**config.mk**
```make
export PLATFORM = sky130hd
export DESIGN_NAME = mips_bus_arbiter_flat
export DESIGN_NICKNAME = d
export VERILOG_FILES = /design/src/rtl/mips_bus_arbiter_if.sv /design/src/rtl/mips_bus_arbiter.sv /design/src/flat_wrapper.sv
export SDC_FILE = /design/constraint.sdc
export NUM_CORES = 1
export LEC_CHECK = 0
export BUFFER_PORTS_ARGS = -buffer_cell sky130_fd_sc_hd__buf_2
export CAP_MARGIN = 10
export CORE_AREA = 2 2 106 108
export DETAILED_ROUTE_END_ITERATION = 10
export DIE_AREA = 0 0 108 110
export GPL_TIMING_DRIVEN = 0
export MAX_ROUTING_LAYER = met4
export PLACE_DENSITY_LB_ADDON = 0.12
export SYNTH_ARGS = -nofsm -noshare
export SYNTH_HDL_FRONTEND = slang
export SYNTH_SLANG_ARGS = --single-unit
export TNS_END_PERCENT = 100
```
**constraint.sdc**
```tcl
create_clock -name clk -period 2 [get_ports clk]
set_input_delay 0.4 -clock clk [delete_from_list [all_inputs] [get_ports clk]]
set_output_delay 0.4 -clock clk [all_outputs]
set_load 0.005 [all_outputs]
```
**src/rtl/mips_bus_arbiter_if.sv**
```systemverilog
// Bus bundle for the MIPS memory arbiter: fetch port (m0), data port (m1) and the shared RAM slave.
// The arbiter takes the slave modport; the CPU side and the RAM model take the master modport.
interface mips_bus_arbiter_if;
    logic [31:0] m0_address;
    logic        m0_read;
    logic        m0_waitrequest;
    logic [31:0] m0_readdata;

    logic [31:0] m1_address;
    logic        m1_read;
    logic        m1_write;
    logic [31:0] m1_writedata;
    logic [3:0]  m1_byteenable;
    logic        m1_waitrequest;
    logic [31:0] m1_readdata;

    logic [31:0] address;
    logic        read;
    logic        write;
    logic [31:0] writedata;
    logic [3:0]  byteenable;
    logic        waitrequest;
    logic [31:0] readdata;

    modport slave (
        input  m0_address, m0_read,
        output m0_waitrequest, m0_readdata,
        input  m1_address, m1_read, m1_write, m1_writedata, m1_byteenable,
        output m1_waitrequest, m1_readdata,
        output address, read, write, writedata, byteenable,
        input  waitrequest, readdata
    );

    modport master (
        output m0_address, m0_read,
        input  m0_waitrequest, m0_readdata,
        output m1_address, m1_read, m1_write, m1_writedata, m1_byteenable,
        input  m1_waitrequest, m1_readdata,
        input  address, read, write, writedata, byteenable,
        output waitrequest, readdata
    );
endinterface

```
**src/rtl/mips_bus_arbiter.sv**
```systemverilog
// Two-master (fetch m0, data m1) to one-slave arbiter with whole-transaction grants and a sticky stall timeout.
// Optional macro MIPS_BUS_ARB_RR_EN switches IDLE arbitration from fixed m1 priority to round-robin.
module mips_bus_arbiter #(
    parameter int WAIT_LIMIT = 1023,
    parameter int CNT_W      = 10
) (
    input  logic               clk,
    input  logic               reset,
    mips_bus_arbiter_if.slave  bus,
    output logic [1:0]         grant,
    output logic               err_timeout
);
    // One-hot state encoding, so the state register doubles as the owner vector.
    localparam logic [1:0] S_IDLE = 2'b00;
    localparam logic [1:0] S_G0   = 2'b01;
    localparam logic [1:0] S_G1   = 2'b10;

    localparam logic [CNT_W-1:0] LIMIT   = CNT_W'(WAIT_LIMIT);
    localparam logic [CNT_W-1:0] CNT_ONE = CNT_W'(1);

    logic [1:0]       state_q, state_d;
    logic [CNT_W-1:0] cnt_q, cnt_d;
    logic             err_q, err_d;

    logic [1:0] req;
    logic [1:0] own;
    logic [1:0] mwait;
    logic       own_req;
    logic       in_grant;
    logic       leave;
    logic       pick_m1;

    assign req[0]   = bus.m0_read;
    assign req[1]   = bus.m1_read | bus.m1_write;
    assign own      = state_q;
    assign own_req  = |(req & own);
    assign in_grant = |state_q;
    // A grant ends on completion (request held, slave ready) or when the owner abandons it.
    assign leave    = in_grant & ~(own_req & bus.waitrequest);

    genvar gi;
    generate
        for (gi = 0; gi < 2; gi++) begin : g_mwait
            assign mwait[gi] = reset | ~own[gi] | bus.waitrequest;
        end
    endgenerate

    assign bus.m0_waitrequest = mwait[0];
    assign bus.m1_waitrequest = mwait[1];
    assign bus.m0_readdata    = bus.readdata;
    assign bus.m1_readdata    = bus.readdata;

`ifdef MIPS_BUS_ARB_RR_EN
    logic last_q, last_d;

    // last_q = 1 means m1 held the previous grant; on a tie the other master wins.
    assign pick_m1 = req[1] & (~req[0] | ~last_q);

    always_comb begin
        last_d = last_q;
        if (leave) begin
            last_d = state_q[1];
        end
    end

    always_ff @(posedge clk or posedge reset) begin
        if (reset) begin
            last_q <= 1'b0;
        end else begin
            last_q <= last_d;
        end
    end
`else
    assign pick_m1 = req[1];
`endif

    always_comb begin
        state_d = state_q;
        cnt_d   = cnt_q;
        err_d   = err_q;
        case (state_q)
            S_IDLE: begin
                if (pick_m1) begin
                    state_d = S_G1;
                    cnt_d   = '0;
                end else if (req[0]) begin
                    state_d = S_G0;
                    cnt_d   = '0;
                end
            end
            S_G0, S_G1: begin
                if (bus.waitrequest) begin
                    if (cnt_q != '1) begin
                        cnt_d = cnt_q + CNT_ONE;
                    end
                    if (cnt_d == LIMIT) begin
                        err_d = 1'b1;
                    end
                end
                if (leave) begin
                    state_d = S_IDLE;
                end
            end
            default: state_d = S_IDLE;
        endcase
    end

    always_ff @(posedge clk or posedge reset) begin
        if (reset) begin
            state_q <= S_IDLE;
            cnt_q   <= '0;
            err_q   <= 1'b0;
        end else begin
            state_q <= state_d;
            cnt_q   <= cnt_d;
            err_q   <= err_d;
        end
    end

    // Slave-side mux; reset gates it directly so an in-flight access drops without waiting for a clock.
    always_comb begin
        bus.address    = '0;
        bus.read       = 1'b0;
        bus.write      = 1'b0;
        bus.writedata  = '0;
        bus.byteenable = '0;
        if (!reset) begin
            case (state_q)
                S_G0: begin
                    bus.address    = bus.m0_address;
                    bus.read       = bus.m0_read;
                    bus.byteenable = 4'b1111;
                end
                S_G1: begin
                    bus.address    = bus.m1_address;
                    bus.read       = bus.m1_read & ~bus.m1_write;
                    bus.write      = bus.m1_write;
                    bus.writedata  = bus.m1_writedata;
                    bus.byteenable = bus.m1_byteenable;
                end
                default: ;
            endcase
        end
    end

    assign grant       = state_q;
    assign err_timeout = err_q;
endmodule

```
**src/flat_wrapper.sv**
```systemverilog
// flat-port wrapper written by rule: the top's interface ports become plain ports
module mips_bus_arbiter_flat 
#(
    parameter int WAIT_LIMIT = 1023,
    parameter int CNT_W      = 10
)
  (clk, reset, grant, err_timeout, bus_m0_address, bus_m0_read, bus_m0_waitrequest, bus_m0_readdata, bus_m1_address, bus_m1_read, bus_m1_write, bus_m1_writedata, bus_m1_byteenable, bus_m1_waitrequest, bus_m1_readdata, bus_address, bus_read, bus_write, bus_writedata, bus_byteenable, bus_waitrequest, bus_readdata);
  mips_bus_arbiter_if bus_i ();
  input  logic clk;
  input  logic reset;
  output logic [1:0] grant;
  output logic err_timeout;
  input wire logic [$bits(bus_i.m0_address)-1:0] bus_m0_address;
  input wire logic [$bits(bus_i.m0_read)-1:0] bus_m0_read;
  output wire logic [$bits(bus_i.m0_waitrequest)-1:0] bus_m0_waitrequest;
  output wire logic [$bits(bus_i.m0_readdata)-1:0] bus_m0_readdata;
  input wire logic [$bits(bus_i.m1_address)-1:0] bus_m1_address;
  input wire logic [$bits(bus_i.m1_read)-1:0] bus_m1_read;
  input wire logic [$bits(bus_i.m1_write)-1:0] bus_m1_write;
  input wire logic [$bits(bus_i.m1_writedata)-1:0] bus_m1_writedata;
  input wire logic [$bits(bus_i.m1_byteenable)-1:0] bus_m1_byteenable;
  output wire logic [$bits(bus_i.m1_waitrequest)-1:0] bus_m1_waitrequest;
  output wire logic [$bits(bus_i.m1_readdata)-1:0] bus_m1_readdata;
  output wire logic [$bits(bus_i.address)-1:0] bus_address;
  output wire logic [$bits(bus_i.read)-1:0] bus_read;
  output wire logic [$bits(bus_i.write)-1:0] bus_write;
  output wire logic [$bits(bus_i.writedata)-1:0] bus_writedata;
  output wire logic [$bits(bus_i.byteenable)-1:0] bus_byteenable;
  input wire logic [$bits(bus_i.waitrequest)-1:0] bus_waitrequest;
  input wire logic [$bits(bus_i.readdata)-1:0] bus_readdata;
  assign bus_i.m0_address = bus_m0_address;
  assign bus_i.m0_read = bus_m0_read;
  assign bus_m0_waitrequest = bus_i.m0_waitrequest;
  assign bus_m0_readdata = bus_i.m0_readdata;
  assign bus_i.m1_address = bus_m1_address;
  assign bus_i.m1_read = bus_m1_read;
  assign bus_i.m1_write = bus_m1_write;
  assign bus_i.m1_writedata = bus_m1_writedata;
  assign bus_i.m1_byteenable = bus_m1_byteenable;
  assign bus_m1_waitrequest = bus_i.m1_waitrequest;
  assign bus_m1_readdata = bus_i.m1_readdata;
  assign bus_address = bus_i.address;
  assign bus_read = bus_i.read;
  assign bus_write = bus_i.write;
  assign bus_writedata = bus_i.writedata;
  assign bus_byteenable = bus_i.byteenable;
  assign bus_i.waitrequest = bus_waitrequest;
  assign bus_i.readdata = bus_readdata;
  mips_bus_arbiter #(.WAIT_LIMIT(WAIT_LIMIT), .CNT_W(CNT_W)) u_core (.clk(clk), .reset(reset), .bus(bus_i), .grant(grant), .err_timeout(err_timeout));
endmodule
```
=== Yosys cells after proc, flatten, opt, wreduce, memory -nomap -nowiden ===
Index checks and enable logic that the tools add are counted.

* Logic and storage cells: 53
* Register bits after elaboration: 13
* Bits of input ports: 138
* Output and inout bits: 139

* Eq/ne operators: 7
* Multiplexer cells: 21
* Reduce and logical (&&, ||, !) cells: 8
* Bitwise operators: 13
* $add $sub $neg: 1

{| class="wikitable"
|+ Operators by type and width
! kind !! count
|-
| $mux 32 || 3
|-
| $pmux 32 s2 || 1
|-
| $mux 10 || 6
|-
| $pmux 10 s2 || 1
|-
| $add 10x1->10 const B || 1
|-
| $eq 10x10->1 const B || 1
|-
| $ne 10x10->1 const B || 1
|-
| $pmux 4 s2 || 1
|-
| $mux 2 || 3
|-
| $reduce_and 3->1 || 2
|-
| $reduce_or 2->1 || 3
|-
| $or 1x1->1 || 5
|-
| $mux 4 || 1
|-
| $not 1->1 || 4
|-
| $pmux 2 s2 || 1
|-
| $and 1x1->1 || 3
|-
| $mux 1 || 3
|-
| $ne 3x2->1 const B || 1
|-
| $and 2x2->2 || 1
|-
| $eq 2x1->1 const B || 1
|-
| $eq 2x2->1 const B || 1
|-
| $logic_not 2->1 || 1
|-
| $ne 2x1->1 const B || 1
|-
| $ne 2x2->1 const B || 1
|-
| other kinds (3) || 3
|}

=== Depth between registers and ports, before layout ===
Gate-level depths: netlist (run 1).

* Depth after elaboration: 8
* Mapped depth: 7
* Depth with buffers taken out: 7

=== Worst setup path before layout (run 1) ===
OpenSTA, ideal clock, no wires.

* Path kind: flip-flop to flip-flop
* From: register u_core.state_q[1] (netlist: u_core.grant[1])
* To: register u_core.cnt_q[2]
* Library setup time: 0.119 ns
* Slack: 0.098 ns
* Cell stages (with the launch flop): 8
* Arrival: 1.783 ns
* Period minus slack after synthesis: 1.902 ns
* Data required time: 1.881 ns
* Buffers on the path: 1
* Cells stage by stage: dfrtp_1 inv_1 ha_1 or4b_1 and3_1 buf_2 a21o_1 o21a_1

* Word-level cells in the longest chain between the ends: 4
* Elaborated cells between the ends (all ways): 9
* Those cells by class: eq/ne: 4; mux: 1; reduce/logical: 4

{| class="wikitable"
|+ RTL lines
! what !! RTL line !! source
|-
| start: declaration || mips_bus_arbiter.sv:21 || <nowiki>logic [1:0] state_q, state_d;</nowiki>
|-
| start signal: assignment || mips_bus_arbiter.sv:114 || <nowiki>state_q <= state_d;</nowiki>
|-
| $eq 2x1->1 / $eq 2x2->1 (equally long branches) || mips_bus_arbiter.sv:81 || <nowiki>case (state_q)</nowiki>
|-
| $reduce_or 2->1 || mips_bus_arbiter.sv:81 ||
|-
| $ne 2x2->1 (no source line) / $reduce_bool 2->1 (equally long branches) || - ||
|-
| $reduce_and 3->1 (no source line) || - ||
|-
| end signal: assignment || mips_bus_arbiter.sv:115 || <nowiki>cnt_q <= cnt_d;</nowiki>
|-
| end: declaration || mips_bus_arbiter.sv:22 || <nowiki>logic [CNT_W-1:0] cnt_q, cnt_d;</nowiki>
|}

Parallel ways exist; a longest one is shown, timed or not.
A chain may end at the register's enable or synchronous reset.

=== Worst setup path after layout (run 1) ===
* From: register u_core.state_q[1] (netlist: u_core.grant[1])
* To: output port bus_address[26]

* Word-level cells in the longest chain between the ends: 3
* Elaborated cells between the ends (all ways): 4
* Those cells by class: eq/ne: 2; mux: 2

{| class="wikitable"
|+ RTL lines
! what !! RTL line !! source
|-
| $eq 2x2->1 / $eq 2x1->1 (equally long branches) || mips_bus_arbiter.sv:128 || <nowiki>case (state_q)</nowiki>
|-
| $pmux 32 s2 * || mips_bus_arbiter.sv:128 ||
|-
| $mux 32 * || mips_bus_arbiter.sv:127 || <nowiki>if (!reset) begin</nowiki>
|-
| end: declaration || flat_wrapper.sv:24 || <nowiki>output wire logic [$bits(bus_i.address)-1:0] bus_address;</nowiki>
|}

Mark *: on every way between the ends. The rest lies on a longest branch, timed or not.

==> results of run 1 <==
[routing by layer]
layer	GRT usage [%]	part of all wire, %
met5	-	0
met4	1.83	0.77
met3	3.70	5.9
met2	27.6	54
met1	18.7	40
[worst min-delay path by stage]
stage                       start            endpoint  slack, ns
6_report                    reset     u_core.cnt_q[8]       0.38
5_1_grt                     reset     u_core.cnt_q[8]       0.40
4_1_cts                     reset     u_core.cnt_q[8]       0.28
3_5_place_dp   u_core.err_timeout  u_core.err_timeout       0.47
3_3_place_gp   u_core.err_timeout  u_core.err_timeout       0.46
2_1_floorplan               reset     u_core.cnt_q[0]       0.29
[power by group through the flow]
stage                     logic [W]  registers [W]  clock network, W
after global routing        0.00321       0.000345          0.000263
after CTS                   0.00187       0.000330          0.000259
after detailed placement    0.00157       0.000344                 0
final                       0.00299       0.000340          0.000243
after floorplan            0.000948       0.000333                 0
after global placement      0.00157       0.000344                 0
[metrics by stage]
stage | instances | power (W) | utilization [%] | hold WS [ns] | cell area, um^2
2_1_floorplan | 299 | 0.00128 | - | 0.285 | 2090
3_3_place_gp | 683 | 0.00191 | 32.6 | 0.461 | 3490
3_5_place_dp | 683 | 0.00192 | 32.6 | 0.467 | 3490
4_1_cts | 690 | 0.00246 | 34.7 | 0.284 | 3720
5_1_grt | 709 | 0.00382 | 42.5 | 0.402 | 4550
6_report | 709 | 0.00357 | 42.5 | 0.383 | 4550
[area by class of cell]
type                    instances  area, um^2
clock buffers                   3        41.3
flip-flops and latches         13         328
multi-input cells             199        1580
repair buffers                266        1680
inverters                       4        23.8
plain buffers                  83         722
fillers                      1119        6150
well taps                     140         175
clock inverters                 1        5.00
[cell usage in the layout, fill, tap and decap left out, types with 12 or more instances in the layout]
cell type / instances
buf_2: 224
and2_4: 21
buf_4: 76
nor2_1: 16
and2_1: 15
a21oi_1: 12
nor2_2: 15
nand2_1: 13
buf_6: 29
nor2_4: 13
a22oi_2: 23
[sequential cells by signal, indices dropped and copies added, names as in the netlist]
register            count
u_core.err_timeout      1
u_core.cnt_q           10
u_core.grant            2
[cell families after synthesis]
logic type	count (synthesis)
compound gates	69
mux	4
simple gates	119
flops	13
xor+xnor	1
fa+ha+maj	5
buf+inv	88
[what timing repair did]
item | in CTS | in global routing
setup buffers | 4 | 10
endpoints found under the setup margin | 77 | 69
cloned | 0 | 9
pin swaps | 0 | 26
resized for setup | 50 | 137
[worst register-to-register path, stage by stage, from the launching register on]
cell,delay [ns]
dfrtp_2,0.46
inv_4,0.11
ha_4,0.15
or4b_4,0.47
and3_1,0.21
buf_6,0.15
a21o_1,0.17
o21a_1,0.09
==> results.py, run 1 <==
metrics = {
    "placement": {
        "port_buffers": 244,
        "place_congestion": 0.756,
        "dp_hpwl_mm": 8.54,
        "dpl_worst_slack_ns": -0.431,
    },
    "power": {
        "pwr-share-clk_pct": 6.8,
        "switching_power_w": 0.00150,
        "combPwrFrac_pct": 83.7,
        "switching_share_pct": 41.9,
        "intPower_w": 0.00208,
        "p_leak_nw": 2.37,
        "power_density_nw_per_um2": 785,
        "p_seq_share_pct": 9.5,
        "peakVddDrop_v": 0.000409,
    },
    "die": {
        "coreArea_um2": 10700,
        "ios": 277,
        "die_x_um": 108,
        "die_area_um2": 11900,
        "die_height_um": 110,
        "rows": 38,
        "initial_core_util_pct": 19.6,
    },
    "synth": {
        "synthTopCellsByCount": "66 x buf_4, 44 x nor2_1, 35 x and2_1",
        "synth_edf_count": 0,
        "syn-cell-area_um2": 2090,
        "synth_nets": 442,
        "yosys.area_share.adder_pct": 2.99,
        "yosys_warnings": 0,
        "yosys_most_used_dff": "dfrtp_1",
        "syn_area_per_cell_um2": 7.01,
        "synthMuxAreaShare_pct": 1.91,
        "synth_top_area_cell": "buf_4",
        "synth_area_leaders": "buf_4 24%, dfrtp_1 16%, a22oi_1 11%",
        "synth_top_family_by_area": "simple AND/OR/NAND/NOR gates",
        "synthDistinctLibCells": 39,
        "synth_top_area_share_pct": 23.7,
        "synth-async-reset-ratio_pct": 100,
        "synth_most_common_cell": "buf_4",
        "synth_seq_cells": 13,
        "syn_inst": 299,
        "yosys.area_share.simple_pct": 28.4,
        "synth_compound_area_share_pct": 22.3,
        "synth_xor_area_share_pct": 0.418,
        "seq_area_frac_synth_pct": 15.5,
    },
    "sta": {
        "finalSetupViolations": 0,
        "rsz0062_at_grt": "true",
        "final_hold_viol_count": 0,
        "tns_ns": 0,
        "fmax_ghz": 0.504,
        "finClkSkew_ns": 0.00554,
        "worst_slack_ns": 0.0178,
        "maxSlewHeadroom_pct": 77.2,
        "worst_slew_pin_slew_ns": 0.337,
        "period_share_pct": 99.1,
        "finalCriticalPeriod_ns": 1.98,
        "slew_violations": 0,
    },
    "critical_path": {
        "max_stage_delay_ns": 0.43,
        "arrival_ns": 1.58,
        "endpoint": "bus_address[26]",
        "ff2ff_setup_slack_ns": 0.08,
        "start_kind": "register",
        "cp_max_fo": 8,
        "cp-end-kind": "output pin",
        "reg2regPathDepth": 7,
        "cp.depth": 6,
        "cp.required_ns": 1.60,
        "path_class": "register to output pin",
        "critPathLaunch": "u_core.grant[1]",
        "crit_slowest_cell": "dfrtp_2",
        "crit_chain": "inv_4, ha_4, nand2_8, buf_8, nor2_2, buf_2",
        "crit_buf_inv": 3,
        "critical-path-top-delay-family": "flip-flops",
        "worstReg2RegEnd": "u_core.cnt_q[2]",
        "r2r-start": "u_core.grant[1]",
    },
    "clocking": {
        "clk_pin_slew_ns": 0.06,
        "clock_sinks": 13,
        "cts_tree": "built",
        "h-tree-depth": 1,
        "cts_hold_buffers": 0,
        "insertion_delay_ns": 0.25,
        "cts_root_buf": "clkbuf_8",
        "cts_inserted_buffers": 3,
        "clock_path_buffers": 2,
    },
    "cells_and_area": {
        "diodes": 0,
        "syn_to_final_growth_pct": 117,
        "nNetsFinal": 713,
        "drive_gt1_share_pct": 77.7,
    },
    "grt": {
        "grt_pass1_wl_mm": 14.2,
        "track_usage_pct": 15.6,
        "grt_pass1_vias": 2733,
        "grt_start_max_net_pins": 14,
        "antenna_found_initial": 0,
        "grt-ovfl-total": 0,
    },
    "routing": {
        "routed_wl_mm": 10.9,
        "first_iter_violations": 112,
        "drc_errors": 0,
        "vias": 3073,
        "wl_per_cell_um": 15.4,
        "firstDrtPassIters": 4,
        "ant_nets": 0,
        "avgViaCountPerCell": 4.33,
    },
    "outcome": {
        "status": "finished clean",
    },
    "hold_path": {
        "hold_path.class": "input pin to asynchronous set/reset pin",
    },
    "job": {
        "maxCapViolations": 0,
    },
}
No activity file was read; power rests on OpenSTA's default activity.
==> run 2: changes to the inputs <==
- CORE_AREA: 2 2 106 108 -> 2 2 107 109
- DIE_AREA: 0 0 108 110 -> 0 0 109 111
- clock period: 2 -> 2.45 ns (I/O delays scaled with it)
==> results.py, run 2 (synthesized netlist as in run 1, its figures left out) <==
metrics = {
    "cells_and_area": {
        "drive_gt1_share_pct": 62.2,
        "nNetsFinal": 700,
        "diodes": 0,
        "final_common_cell": "buf_2",
        "final_cell_mix": "247 x buf_2, 76 x buf_4, 44 x nor2_1",
        "top_register": "u_core.cnt_q",
        "syn_to_final_growth_pct": 76.3,
        "largest_register_ff_count": 10,
    },
    "grt": {
        "grt_start_max_net_pins": 15,
        "grt-ovfl-total": 0,
        "grt_pass1_vias": 2807,
        "track_usage_pct": 15.3,
        "antenna_found_initial": 0,
        "grt_pass1_wl_mm": 14.3,
    },
    "placement": {
        "place_congestion": 0.830,
        "port_buffers": 244,
        "dp_hpwl_mm": 8.26,
        "dpl_worst_slack_ns": -0.162,
    },
    "sta": {
        "slew_violations": 0,
        "rsz0062_at_grt": "false",
        "period_share_pct": 93.5,
        "fmax_ghz": 0.437,
        "worst_slew_pin_slew_ns": 0.402,
        "finalCriticalPeriod_ns": 2.29,
        "final_hold_viol_count": 0,
        "finalSetupViolations": 0,
        "hold_ws_ns": 0.236,
        "finClkSkew_ns": 0.00184,
        "maxSlewHeadroom_pct": 73.1,
        "worst_slack_ns": 0.160,
    },
    "critical_path": {
        "cp.required_ns": 1.96,
        "path_class": "register to output pin",
        "arrival_ns": 1.80,
        "start_kind": "register",
        "cp_max_fo": 10,
        "cp-end-kind": "output pin",
    },
    "die": {
        "rows": 39,
        "coreArea_um2": 11100,
        "initial_core_util_pct": 18.9,
        "ios": 277,
        "die_area_um2": 12100,
        "die_height_um": 111,
        "die_x_um": 109,
    },
    "clocking": {
        "insertion_delay_ns": 0.24,
        "h-tree-depth": 1,
        "clk_pin_slew_ns": 0.05,
        "cts_hold_buffers": 0,
        "cts_tree": "built",
        "clock_path_buffers": 2,
        "cts_root_buf": "clkbuf_16",
        "clock_sinks": 13,
        "cts_inserted_buffers": 3,
    },
    "routing": {
        "drc_errors": 0,
        "ant_nets": 0,
        "first_iter_violations": 111,
        "wl_per_cell_um": 13.8,
        "firstDrtPassIters": 4,
        "routed_wl_mm": 9.67,
        "avgViaCountPerCell": 4.21,
        "vias": 2946,
    },
    "hold_path": {
        "hold_path.class": "input pin to asynchronous set/reset pin",
    },
    "outcome": {
        "status": "finished clean",
    },
    "power": {
        "power_density_nw_per_um2": 526,
        "peakVddDrop_v": 0.000256,
        "p_leak_nw": 2.14,
    },
    "job": {
        "maxCapViolations": 0,
    },
}
[run 2: critical path, stage by stage (launching register included)]
cell and delay, ns:
dfrtp_2 0.45, inv_1 0.11, ha_1 0.18, nor2b_4 0.25, buf_1 0.27, and2_1 0.18
buf_2 0.12
[run 2: per-stage QoR]
step | setup TNS [ns] | instances | instance area (um^2) | total power, W | utilization (%)
2_1_floorplan | 0 | 299 | 2090 | 0.00105 | -
3_3_place_gp | -4.20 | 686 | 3490 | 0.00157 | 31.5
3_5_place_dp | -3.99 | 686 | 3490 | 0.00158 | 31.5
4_1_cts | 0 | 689 | 3600 | 0.00193 | 32.5
5_1_grt | 0 | 699 | 3690 | 0.00215 | 33.3
6_report | 0 | 699 | 3690 | 0.00194 | 33.3
[run 2: per-layer routing]
layer / GRT usage, % / share of wire, %
met3: 3.06 / 8.4
met4: 0.855 / 0.38
met1: 18.7 / 39
met2: 27.0 / 52
met5: - / 0
[run 2: area by class of cell]
class | instances | area (um^2)
tap | 143 | 179
timing repair buffer | 254 | 1300
buffer | 83 | 599
inverter | 4 | 18.8
multi-input combinational | 198 | 1190
fill | 1246 | 7380
sequential | 13 | 328
clock buffer | 4 | 78.8
[run 2: path summary, 6_finish.rpt]
| path | startpoint | end | slack, ns | cells after the start |
|---|---|---|---|---|
| max in group asynchronous | reset | u_core.grant[1] | 1.90 | 3 |
| min in group clk | u_core.err_timeout | u_core.err_timeout | 0.46 | 1 |
| min reg2reg | u_core.err_timeout | u_core.err_timeout | 0.46 | 1 |
| min | reset | u_core.cnt_q[6] | 0.24 | 2 |
| max | u_core.grant[0] | bus_writedata[20] | 0.16 | 6 |
| max reg2reg | u_core.grant[1] | u_core.cnt_q[0] | 0.36 | 7 |
[run 2: report_power, final]
group | leakage, nW | switching (W) | total (W) | internal (W)
clock network | 0.0382 | 0.0000958 | 0.000316 | 0.000220
logic | 1.93 | 0.000711 | 0.00134 | 0.000634
registers | 0.176 | 0.0000382 | 0.000281 | 0.000243
total | 2.14 | 0.000845 | 0.00194 | 0.00110
[run 2: repair_timing]
item | in CTS | in global routing
gates resized for setup | 14 | 13
gates cloned | 0 | 0
setup buffers | 0 | 10
endpoints found under the setup margin | 62 | 52
